--- src/rtl/ysyx_25010008_lsu_axi.sv ---
// Parametrised load/store unit between the memory stage and an AXI4-Lite-style data port.
// Reports misaligned, bus-error and timeout faults and flags accesses to the MMIO window.
module ysyx_25010008_lsu_axi #(
   parameter int          XLEN      = 32,
   parameter int          TIMEOUT   = 0,
   parameter logic [31:0] MMIO_BASE = 32'h1000_0000,
   parameter logic [31:0] MMIO_MASK = 32'hFFFF_F000
) (
   input  logic                clock,
   input  logic                reset,
   input  logic                req_valid,
   output logic                req_ready,
   input  logic                req_wen,
   input  logic [1:0]          req_size,
   input  logic                req_sext,
   input  logic [31:0]         req_addr,
   input  logic [XLEN-1:0]     req_wdata,
   output logic                resp_valid,
   output logic [XLEN-1:0]     resp_rdata,
   output logic [1:0]          resp_fault,
   output logic                resp_mmio,
   output logic [31:0]         araddr,
   output logic [2:0]          arsize,
   output logic                arvalid,
   input  logic                arready,
   output logic                rready,
   input  logic [XLEN-1:0]     rdata,
   input  logic [1:0]          rresp,
   input  logic                rvalid,
   output logic [31:0]         awaddr,
   output logic [2:0]          awsize,
   output logic                awvalid,
   input  logic                awready,
   output logic [XLEN-1:0]     wdata,
   output logic [XLEN/8-1:0]   wstrb,
   output logic                wvalid,
   input  logic                wready,
   output logic                bready,
   input  logic [1:0]          bresp,
   input  logic                bvalid
);

   localparam int          STRB     = XLEN / 8;
   localparam int          OFF      = $clog2(XLEN / 8);
   localparam logic [31:0] TO_LIMIT = TIMEOUT;

   localparam logic [1:0] F_OK    = 2'd0;
   localparam logic [1:0] F_ALIGN = 2'd1;
   localparam logic [1:0] F_BUS   = 2'd2;
   localparam logic [1:0] F_TIME  = 2'd3;

   typedef enum logic [2:0] {
      S_IDLE = 3'd0,
      S_AR   = 3'd1,
      S_R    = 3'd2,
      S_AWW  = 3'd3,
      S_B    = 3'd4,
      S_RESP = 3'd5
   } state_t;

   state_t          state_r;
   logic [31:0]     addr_r;
   logic [1:0]      size_r;
   logic            sext_r;
   logic            mmio_r;
   logic            aw_done_r;
   logic            w_done_r;
   logic [31:0]     cnt_r;

   logic            misal_s;
   logic            mmio_s;
   logic [STRB-1:0] strb_base_s;
   logic [STRB-1:0] wstrb_next_s;
   logic [XLEN-1:0] wdata_next_s;
   logic [XLEN-1:0] sh_s;
   logic [XLEN-1:0] keep_s;
   logic            sign_s;
   logic [XLEN-1:0] load_data_s;
   logic            bus_state_s;
   logic            timeout_s;
   logic            aw_now_s;
   logic            w_now_s;

   assign araddr = addr_r;
   assign awaddr = addr_r;
   assign arsize = {1'b0, size_r};
   assign awsize = {1'b0, size_r};

   // Request decode: alignment, MMIO window and lane placement of store data.
   always_comb begin
      misal_s     = 1'b0;
      strb_base_s = {STRB{1'b1}};
      case (req_size)
         2'd0: begin
            misal_s     = 1'b0;
            strb_base_s = {STRB{1'b1}} >> (STRB - 1);
         end
         2'd1: begin
            misal_s     = req_addr[0];
            strb_base_s = {STRB{1'b1}} >> (STRB - 2);
         end
         2'd2: begin
            misal_s     = (req_addr[1:0] != 2'b00);
            strb_base_s = {STRB{1'b1}} >> (STRB - 4);
         end
         2'd3: begin
            misal_s     = (XLEN == 32) || (req_addr[2:0] != 3'b000);
            strb_base_s = {STRB{1'b1}};
         end
         default: begin
            misal_s     = 1'b1;
            strb_base_s = {STRB{1'b0}};
         end
      endcase
      mmio_s       = ((req_addr & MMIO_MASK) == MMIO_BASE);
      wstrb_next_s = strb_base_s << req_addr[OFF-1:0];
      wdata_next_s = req_wdata << {req_addr[OFF-1:0], 3'b000};
   end

   // Load data alignment: shift the addressed lane down, then truncate and extend.
   always_comb begin
      sh_s   = rdata >> {addr_r[OFF-1:0], 3'b000};
      keep_s = {XLEN{1'b1}};
      sign_s = 1'b0;
      case (size_r)
         2'd0: begin
            keep_s = {XLEN{1'b1}} >> (XLEN - 8);
            sign_s = sh_s[7];
         end
         2'd1: begin
            keep_s = {XLEN{1'b1}} >> (XLEN - 16);
            sign_s = sh_s[15];
         end
         2'd2: begin
            keep_s = {XLEN{1'b1}} >> (XLEN - 32);
            sign_s = sh_s[31];
         end
         2'd3: begin
            keep_s = {XLEN{1'b1}};
            sign_s = sh_s[XLEN-1];
         end
         default: begin
            keep_s = {XLEN{1'b0}};
            sign_s = 1'b0;
         end
      endcase
      if (sext_r && sign_s) begin
         load_data_s = (sh_s & keep_s) | ~keep_s;
      end else begin
         load_data_s = sh_s & keep_s;
      end
   end

   // Bus-wait watchdog and AW/W completion tracking.
   always_comb begin
      bus_state_s = (state_r == S_AR) || (state_r == S_R) ||
                    (state_r == S_AWW) || (state_r == S_B);
      if (TO_LIMIT != 32'd0) begin
         timeout_s = bus_state_s && ((cnt_r + 32'd1) == TO_LIMIT);
      end else begin
         timeout_s = 1'b0;
      end
      aw_now_s = aw_done_r || (awvalid && awready);
      w_now_s  = w_done_r || (wvalid && wready);
   end

   // Main FSM; every output is a register written here.
   always_ff @(posedge clock) begin
      if (reset) begin
         state_r    <= S_IDLE;
         req_ready  <= 1'b1;
         arvalid    <= 1'b0;
         rready     <= 1'b0;
         awvalid    <= 1'b0;
         wvalid     <= 1'b0;
         bready     <= 1'b0;
         resp_valid <= 1'b0;
         resp_fault <= F_OK;
         resp_mmio  <= 1'b0;
         resp_rdata <= {XLEN{1'b0}};
         wdata      <= {XLEN{1'b0}};
         wstrb      <= {STRB{1'b0}};
         addr_r     <= 32'd0;
         size_r     <= 2'd0;
         sext_r     <= 1'b0;
         mmio_r     <= 1'b0;
         aw_done_r  <= 1'b0;
         w_done_r   <= 1'b0;
         cnt_r      <= 32'd0;
      end else if (timeout_s) begin
         // Abandon the transaction; a late response is simply never consumed.
         arvalid    <= 1'b0;
         rready     <= 1'b0;
         awvalid    <= 1'b0;
         wvalid     <= 1'b0;
         bready     <= 1'b0;
         state_r    <= S_RESP;
         resp_valid <= 1'b1;
         resp_fault <= F_TIME;
         resp_mmio  <= mmio_r;
         resp_rdata <= {XLEN{1'b0}};
      end else begin
         case (state_r)
            S_IDLE: begin
               if (req_valid) begin
                  addr_r    <= req_addr;
                  size_r    <= req_size;
                  sext_r    <= req_sext;
                  mmio_r    <= mmio_s;
                  cnt_r     <= 32'd0;
                  req_ready <= 1'b0;
                  wdata     <= wdata_next_s;
                  wstrb     <= wstrb_next_s;
                  if (misal_s) begin
                     state_r    <= S_RESP;
                     resp_valid <= 1'b1;
                     resp_fault <= F_ALIGN;
                     resp_mmio  <= mmio_s;
                     resp_rdata <= {XLEN{1'b0}};
                  end else if (req_wen) begin
                     state_r   <= S_AWW;
                     awvalid   <= 1'b1;
                     wvalid    <= 1'b1;
                     aw_done_r <= 1'b0;
                     w_done_r  <= 1'b0;
                  end else begin
                     state_r <= S_AR;
                     arvalid <= 1'b1;
                  end
               end
            end
            S_AR: begin
               cnt_r <= cnt_r + 32'd1;
               if (arready) begin
                  arvalid <= 1'b0;
                  rready  <= 1'b1;
                  state_r <= S_R;
               end
            end
            S_R: begin
               cnt_r <= cnt_r + 32'd1;
               if (rvalid) begin
                  rready     <= 1'b0;
                  state_r    <= S_RESP;
                  resp_valid <= 1'b1;
                  resp_mmio  <= mmio_r;
                  if (rresp != 2'b00) begin
                     resp_fault <= F_BUS;
                     resp_rdata <= {XLEN{1'b0}};
                  end else begin
                     resp_fault <= F_OK;
                     resp_rdata <= load_data_s;
                  end
               end
            end
            S_AWW: begin
               cnt_r <= cnt_r + 32'd1;
               if (aw_now_s && w_now_s) begin
                  awvalid <= 1'b0;
                  wvalid  <= 1'b0;
                  bready  <= 1'b1;
                  state_r <= S_B;
               end else begin
                  awvalid   <= !aw_now_s;
                  wvalid    <= !w_now_s;
                  aw_done_r <= aw_now_s;
                  w_done_r  <= w_now_s;
               end
            end
            S_B: begin
               cnt_r <= cnt_r + 32'd1;
               if (bvalid) begin
                  bready     <= 1'b0;
                  state_r    <= S_RESP;
                  resp_valid <= 1'b1;
                  resp_mmio  <= mmio_r;
                  resp_rdata <= {XLEN{1'b0}};
                  resp_fault <= (bresp != 2'b00) ? F_BUS : F_OK;
               end
            end
            S_RESP: begin
               resp_valid <= 1'b0;
               resp_fault <= F_OK;
               resp_mmio  <= 1'b0;
               resp_rdata <= {XLEN{1'b0}};
               req_ready  <= 1'b1;
               state_r    <= S_IDLE;
            end
            default: begin
               state_r   <= S_IDLE;
               req_ready <= 1'b1;
            end
         endcase
      end
   end

endmodule

--- config.mk ---
export PLATFORM = sky130hd
export DESIGN_NAME = ysyx_25010008_lsu_axi
export DESIGN_NICKNAME = d
export VERILOG_FILES = /design/src/rtl/ysyx_25010008_lsu_axi.sv
export SDC_FILE = /design/constraint.sdc
export NUM_CORES = 1
export LEC_CHECK = 0
export BUFFER_PORTS_ARGS = -buffer_cell sky130_fd_sc_hd__buf_2
export CORE_AREA = 2 2 119 150
export DETAILED_ROUTE_END_ITERATION = 7
export DIE_AREA = 0 0 121 152
export PLACE_DENSITY = 0.71
export SLEW_MARGIN = 20
export SYNTH_ARGS = -nofsm -noshare
export SYNTH_HDL_FRONTEND = slang
export SYNTH_SLANG_ARGS = --single-unit
export TNS_END_PERCENT = 5
--- constraint.sdc ---
create_clock -name clock -period 2.2 [get_ports clock]
set_clock_uncertainty 0.05 [all_clocks]
set_input_delay 0.22 -clock clock [delete_from_list [all_inputs] [get_ports clock]]
set_output_delay 0.22 -clock clock [all_outputs]
set_load 0.01 [all_outputs]
After elaboration in Yosys (flattened, before gate mapping)
Index checks and enable logic that the tools add are counted.
Widths: inputs -> output; s select.
- bitwise logic cells: 4
- eq/ne operators: 22
- mux-type cells: 63
- reductions and logical operators: 31
- shift operators: 3
- operator list (operator ; number):
    $mux 32 ; 6
    $pmux 32 s4 ; 1
    $pmux 32 s3 ; 1
    $and 32x32->32 ; 1
    $not 32->32 ; 1
    $or 32x32->32 ; 1
    $shl 32x5->32 ; 1
    $shr 32x5->32 ; 1
    $mux 1 ; 27
    $eq 20x17->1 const B ; 1
    $reduce_and 5->1 ; 4
    $mux 3 ; 6
    $ne 2x2->1 const B ; 9
    $pmux 1 s2 ; 8
    $pmux 3 s5 ; 1
    $mux 2 ; 7
    $reduce_bool 2->1 ; 7
    $pmux 1 s4 ; 3
    $pmux 4 s3 ; 1
    $eq 2x2->1 const B ; 4
    $pmux 2 s4 ; 1
    $eq 3x2->1 const B ; 2
    $eq 3x3->1 const B ; 2
    $reduce_and 3->1 ; 2
    other kinds (16) ; 25
- output and inout port bits: 148
- word-level logic and storage cells: 142
- bits of input ports: 112
- bits in registers: 119

Longest topological paths before layout
- depth after elaboration: 9
- gate-level depth with buffers: 8
- depth with buffers taken out: 5

Worst setup path before layout
OpenSTA, ideal clock, no wires.
- path type: register to register
- from: register addr_r[0] (netlist: araddr[0])
- to: register resp_rdata[22]
- arrival: 1803 ps
- cell stages (with the launch flop): 8
- data required time: 2011 ps
- path buffers: 2
- period minus slack after synthesis: 1992 ps
- library setup time: 139 ps
- path slack: 208 ps
- cells stage by stage: dfxtp_1 > buf_6 > mux4_2 > or2_0 > a41o_4 > buf_6 > nand3_2 > a21oi_2
- word-level cells in the longest chain between the ends: 7
- elaborated cells on any way between the ends: 9
- those cells by class: shift: 1; mux: 5; bitwise: 2; reduce/logical: 1
- ends and longest elaborated chain (item ; line ; text):
    from (decl) ; 62 ; logic [31:0] addr_r;
    from (signal assigned) ; 206 ; addr_r <= req_addr;
    $shr 32x5->32 (*) ; 122 ; sh_s = rdata >> {addr_r[OFF-1:0], 3'b000};
    $pmux 1 s3 / $and 32x32->32 (equally long branches) ; 125, 148, 150 ;
    $logic_and 1x1->1 / $or 32x32->32 (equally long branches) ; 147, 148 ;
    $mux 32 (*) ; 147 ; if (sext_r && sign_s) begin
    $mux 32 (*) ; 247 ; if (rresp != 2'b00) begin
    $mux 32 (*) ; 242 ; if (rvalid) begin
    $pmux 32 s4 (*) ; 203 ; case (state_r)
    to (signal assigned) ; 201 ; resp_rdata <= {XLEN{1'b0}};
    to (signal assigned) ; 249 ; resp_rdata <= {XLEN{1'b0}};
    to (signal assigned) ; 252 ; resp_rdata <= load_data_s;
    to (decl) ; 19 ; output logic [XLEN-1:0] resp_rdata,
Every way passes the cells marked *; elsewhere a longest branch is shown, timed or not. The select of a mux whose other input is x is not followed.
A chain may end at the register's enable or synchronous reset.

Worst setup path in the final report
- from: register state_r[1]
- to: register resp_rdata[15]
- word-level cells in the longest chain between the ends: 3
- elaborated cells on any way between the ends: 11
- those cells by class: eq/ne: 7; mux: 1; reduce/logical: 3
- ends and longest elaborated chain (item ; line ; text):
    from (decl) ; 61 ; state_t state_r;
    from (signal assigned) ; 170 ; state_r <= S_IDLE;
    from (signal assigned) ; 197 ; state_r <= S_RESP;
    from (signal assigned) ; 215 ; state_r <= S_RESP;
    $eq 3x2->1, or another cell as far along ; 203 ;
    $reduce_bool 4->1 (no line) / $ne 2x2->1 (equally long branches) ; - ;
    $reduce_and 5->1 (no line) ; - ;
    to (signal assigned) ; 201 ;
    to (signal assigned) ; 219 ; resp_rdata <= {XLEN{1'b0}};
    to (signal assigned) ; 249 ;
Parallel ways exist; a longest one is shown, timed or not.

==> flow_summary.rst <==
.. list-table::
   :header-rows: 1

   * - Metric
     - Value
   * - Required arrival time at the worst endpoint
     - 2500 ps
   * - Total track usage
     - about a fifth
   * - Initial antenna violation count
     - 0
   * - Launching element type of the critical path
     - register
   * - Cell-by-cell listing of the critical path
     - and2_0, o32a_2, nor2_1, nor4b_2, a22o_1
   * - Buffers on Ports
     - 257
   * - Via count of the first global-routing pass
     - 5875
   * - Site row count
     - 54
   * - Cell types occupying the most area after synthesis
     - sky130_fd_sc_hd__dfxtp_1 41%, sky130_fd_sc_hd__nand2_1 8.5%, sky130_fd_sc_hd__a21oi_1 7.6%
   * - Path type of the worst min-delay path
     - input port to register
   * - Standard cell with the maximum stage delay on the critical path
     - sky130_fd_sc_hd__nor4b_2
   * - Maximum number of pins on one net before global-route repair
     - 57
   * - Total power of the final layout
     - 9.15 mW
   * - Achievable Freq
     - between 400 and 500 MHz
   * - Synthesis Warnings
     - 0
   * - Post-synthesis instance total
     - between 700 and 800
   * - Later-pin clock latency in the skew report
     - about 410 ps
   * - Final net count
     - between 1000 and 1500
   * - Core Footprint
     - 0.0171 mm²
   * - Number of enable-type register cells in the synthesized netlist
     - 0
   * - Result of the run
     - completed
   * - Ratio of final minimum period to clock period
     - 93.1%
   * - Final min period
     - 2050 ps
   * - Proportion of power drawn by combinational gates
     - 38.0%
   * - CP max stage delay
     - 760 ps
   * - Worst supply voltage drop on vdd
     - 0.663 mV
   * - Total number of H-tree levels
     - 4
   * - Mean routed wirelength per cell
     - between 15 and 20 µm
   * - Sink count of the clock tree
     - 119
   * - Setup Crit Path Kind
     - register to register
   * - Pin slew with the least headroom to its limit
     - 839 ps
   * - Number of post-CTS setup repair buffers
     - 0
   * - Dominant cell type by area after synthesis
     - sky130_fd_sc_hd__dfxtp_1
   * - Height of the die
     - 152 µm
   * - Routed Wire Length
     - 18800 µm
   * - TritonCTS clock tree
     - built
   * - Seq/Total Area, Yosys
     - 40.6%
   * - TritonCTS buffer count
     - 17
   * - DR iter-0 viols
     - 428
   * - Internal power summed over all cells
     - between 5 and 6 mW
   * - Die area
     - 0.0184 mm²
   * - Net Switching
     - 3.47 mW
   * - Layout overhead on the synthesized area
     - 37.0%
   * - Cell at the root of the clock tree
     - sky130_fd_sc_hd__clkbuf_16
   * - Cell Area, Synth
     - 0.00586 mm²
   * - Count of nets left with antenna violations after detail routing
     - 0
   * - Number of maximum-capacitance constraint violations
     - 0
   * - Unrepaired setup endpoints after global routing
     - false
   * - Clock transition at the registers of the reported paths
     - 60 ps
   * - Power per Cell Area
     - 1140 mW/mm²
   * - Unique masters post-synth
     - 54
   * - Final number of hold-violating endpoints
     - 0
   * - Critical path buffer and inverter count
     - 0
   * - Post-synthesis register bit count
     - 119
   * - Top post-synthesis cells by count
     - 132 x sky130_fd_sc_hd__nand2_1, 119 x sky130_fd_sc_hd__dfxtp_1, 89 x sky130_fd_sc_hd__a21oi_1, 65 x sky130_fd_sc_hd__nor2_1, 38 x sky130_fd_sc_hd__buf_4
   * - Pins Over Slew Limit
     - 0
   * - Sequential cell fraction of total power
     - 30.7%
   * - Detailed-router iteration count before antenna repair
     - 4
   * - Initial Utilization
     - 34.3%
   * - Syn Area/Cell
     - around 8.0 µm²
   * - Num ports
     - 260
   * - Routability-driven placement congestion ratio
     - 0.811
   * - Most used DFF post-synth
     - sky130_fd_sc_hd__dfxtp_1
   * - Maximum buffer depth of the clock tree
     - 2
   * - DRC
     - 0
   * - Cell with the most instances after synthesis
     - sky130_fd_sc_hd__nand2_1
   * - First-pass GRT wire length
     - roughly 30000 µm
   * - Data arrival time of the critical path
     - 2350 ps
   * - Gate family responsible for the most delay along the worst path
     - simple AND/OR/NAND/NOR gates
   * - Static Leakage
     - 3.59 nW
   * - Slew Limit Headroom
     - 43.9%
   * - Share of cells above drive strength 1
     - 35.2%
   * - Sum Neg Setup Slack
     - 0 ps
   * - Die width
     - 121 µm
   * - Area share of the largest cell type after synthesis
     - 40.6%
   * - Final setup vio count
     - 0
   * - Relative contribution of the clock network to total power
     - 31.3%
   * - Switching part of the total
     - 38.0%
   * - Detailed placer's ending HPWL
     - 13300 µm
   * - Number of filler instances in the final layout
     - 1674
   * - Fraction of registers with async set/reset
     - 0%
   * - Average vias per placed instance
     - 5.00
   * - Antenna Diode Count
     - 0
   * - Global route overflow
     - 0
   * - Worst Setup End Kind
     - register
   * - Worst Path Max Fanout
     - 9
   * - Total via count after detailed routing
     - 6025
path summary, 6_finish.rpt:
kind | end | cells past startpoint | slack, ps | start
setup / recovery | resp_rdata[15] | 5 | 150 | state_r[1]
hold / removal | araddr[15] | 3 | 20 | req_addr[15]
setup reg to reg | resp_rdata[15] | 5 | 150 | state_r[1]
hold reg to reg | wdata[6] | 2 | 400 | wdata[6]
cell usage in the layout (no fill, tap or decap), types with 3 or more instances in the layout:
cell                              n
sky130_fd_sc_hd__buf_2          256
sky130_fd_sc_hd__bufinv_16        3
sky130_fd_sc_hd__a32oi_1          7
sky130_fd_sc_hd__nor2_1          65
sky130_fd_sc_hd__a211o_1          7
sky130_fd_sc_hd__nand3_1         15
sky130_fd_sc_hd__nor2b_1         20
sky130_fd_sc_hd__dlygate4sd3_1   28
sky130_fd_sc_hd__clkinv_4         4
sky130_fd_sc_hd__o21ai_0         19
sky130_fd_sc_hd__nand2_1        131
sky130_fd_sc_hd__clkbuf_16       17
sky130_fd_sc_hd__inv_1            3
sky130_fd_sc_hd__mux2i_1         34
sky130_fd_sc_hd__a21oi_2         10
sky130_fd_sc_hd__buf_4           26
sky130_fd_sc_hd__dfxtp_1        119
sky130_fd_sc_hd__nand3_2         10
sky130_fd_sc_hd__nor3_1          29
sky130_fd_sc_hd__nor4_1           5
sky130_fd_sc_hd__a211oi_1        25
sky130_fd_sc_hd__a22o_1           8
sky130_fd_sc_hd__a21oi_1         89
sky130_fd_sc_hd__clkinv_2         3
area by class of cell:
class | instances | area (µm²) | area share [%]
Clock inverter | 14 | 173 | 2.15
Sequential cell | 119 | 2380 | 29.7
Clock buffer | 18 | 439 | 5.47
Timing Repair Buffer | 312 | 1800 | 22.4
Tap cell | 224 | 280 | 3.49
Inverter | 3 | 11.3 | 0.140
Multi-Input combinational cell | 516 | 2950 | 36.7
routing by layer:
layer | vias up | global-route usage, % | wire length, µm
met5 | - | 0 | 0
met4 | 0 | 6.76 | 362
met3 | 28 | 5.93 | 1390
met2 | 223 | 35.3 | 9560
met1 | 2786 | 23.2 | 7450
li1 | 2988 | - | -
registers in the layout (all words and copies together) (netlist names), 2 cells and up:
signal,flops
resp_fault,2
wstrb,4
wdata,32
size_r,2
araddr,32
state_r,3
resp_rdata,32
through the flow:
step | setup slack (ps) | instances | hold slack, ps | instance area, µm² | util [%]
floorplan | 208 | 732 | 306 | 5860 | -
global placement | 233 | 1146 | 385 | 7140 | 41.8
detailed placement | 191 | 1146 | 392 | 7140 | 41.8
CTS | 177 | 1206 | 10.1 | 8030 | 47.0
global route | 34.1 | 1206 | 31.7 | 8030 | 47.0
finish | 152 | 1206 | 24.8 | 8030 | 47.0
power groups by stage:
stage,logic [mW],registers [mW],clock network [mW]
global route,3.82,2.86,3.01
detailed placement,3.43,2.85,0
floorplan,2.29,2.90,0
finish,3.48,2.81,2.86
global placement,3.41,2.83,0
CTS,3.48,2.81,2.93
worst register-to-register path, delay by kind of cell, from the launching register on:
| family | cells | cell delay (ps) |
|---|---|---|
| simple gates | 3 | 1030 |
| flops | 1 | 470 |
| compound gates | 2 | 440 |
kinds of logic after synthesis:
kind of cell / after synthesis / share of synthesized area [%]
AND/OR/NAND/NOR: 292 / 23.0
AO/OA/AOI/OAI: 186 / 20.6
flip-flops: 119 / 40.6
buffers and inverters: 97 / 9.29
other: 1 / 0.0640
multiplexers: 35 / 6.19
XOR/XNOR: 1 / 0.149
repair_timing:
item                      in CTS  in global routing
hold endpoints to repair      28                  0
hold buffers                  28                  0
gates resized for setup        0                  0
Power figures use the tool's default switching activity.
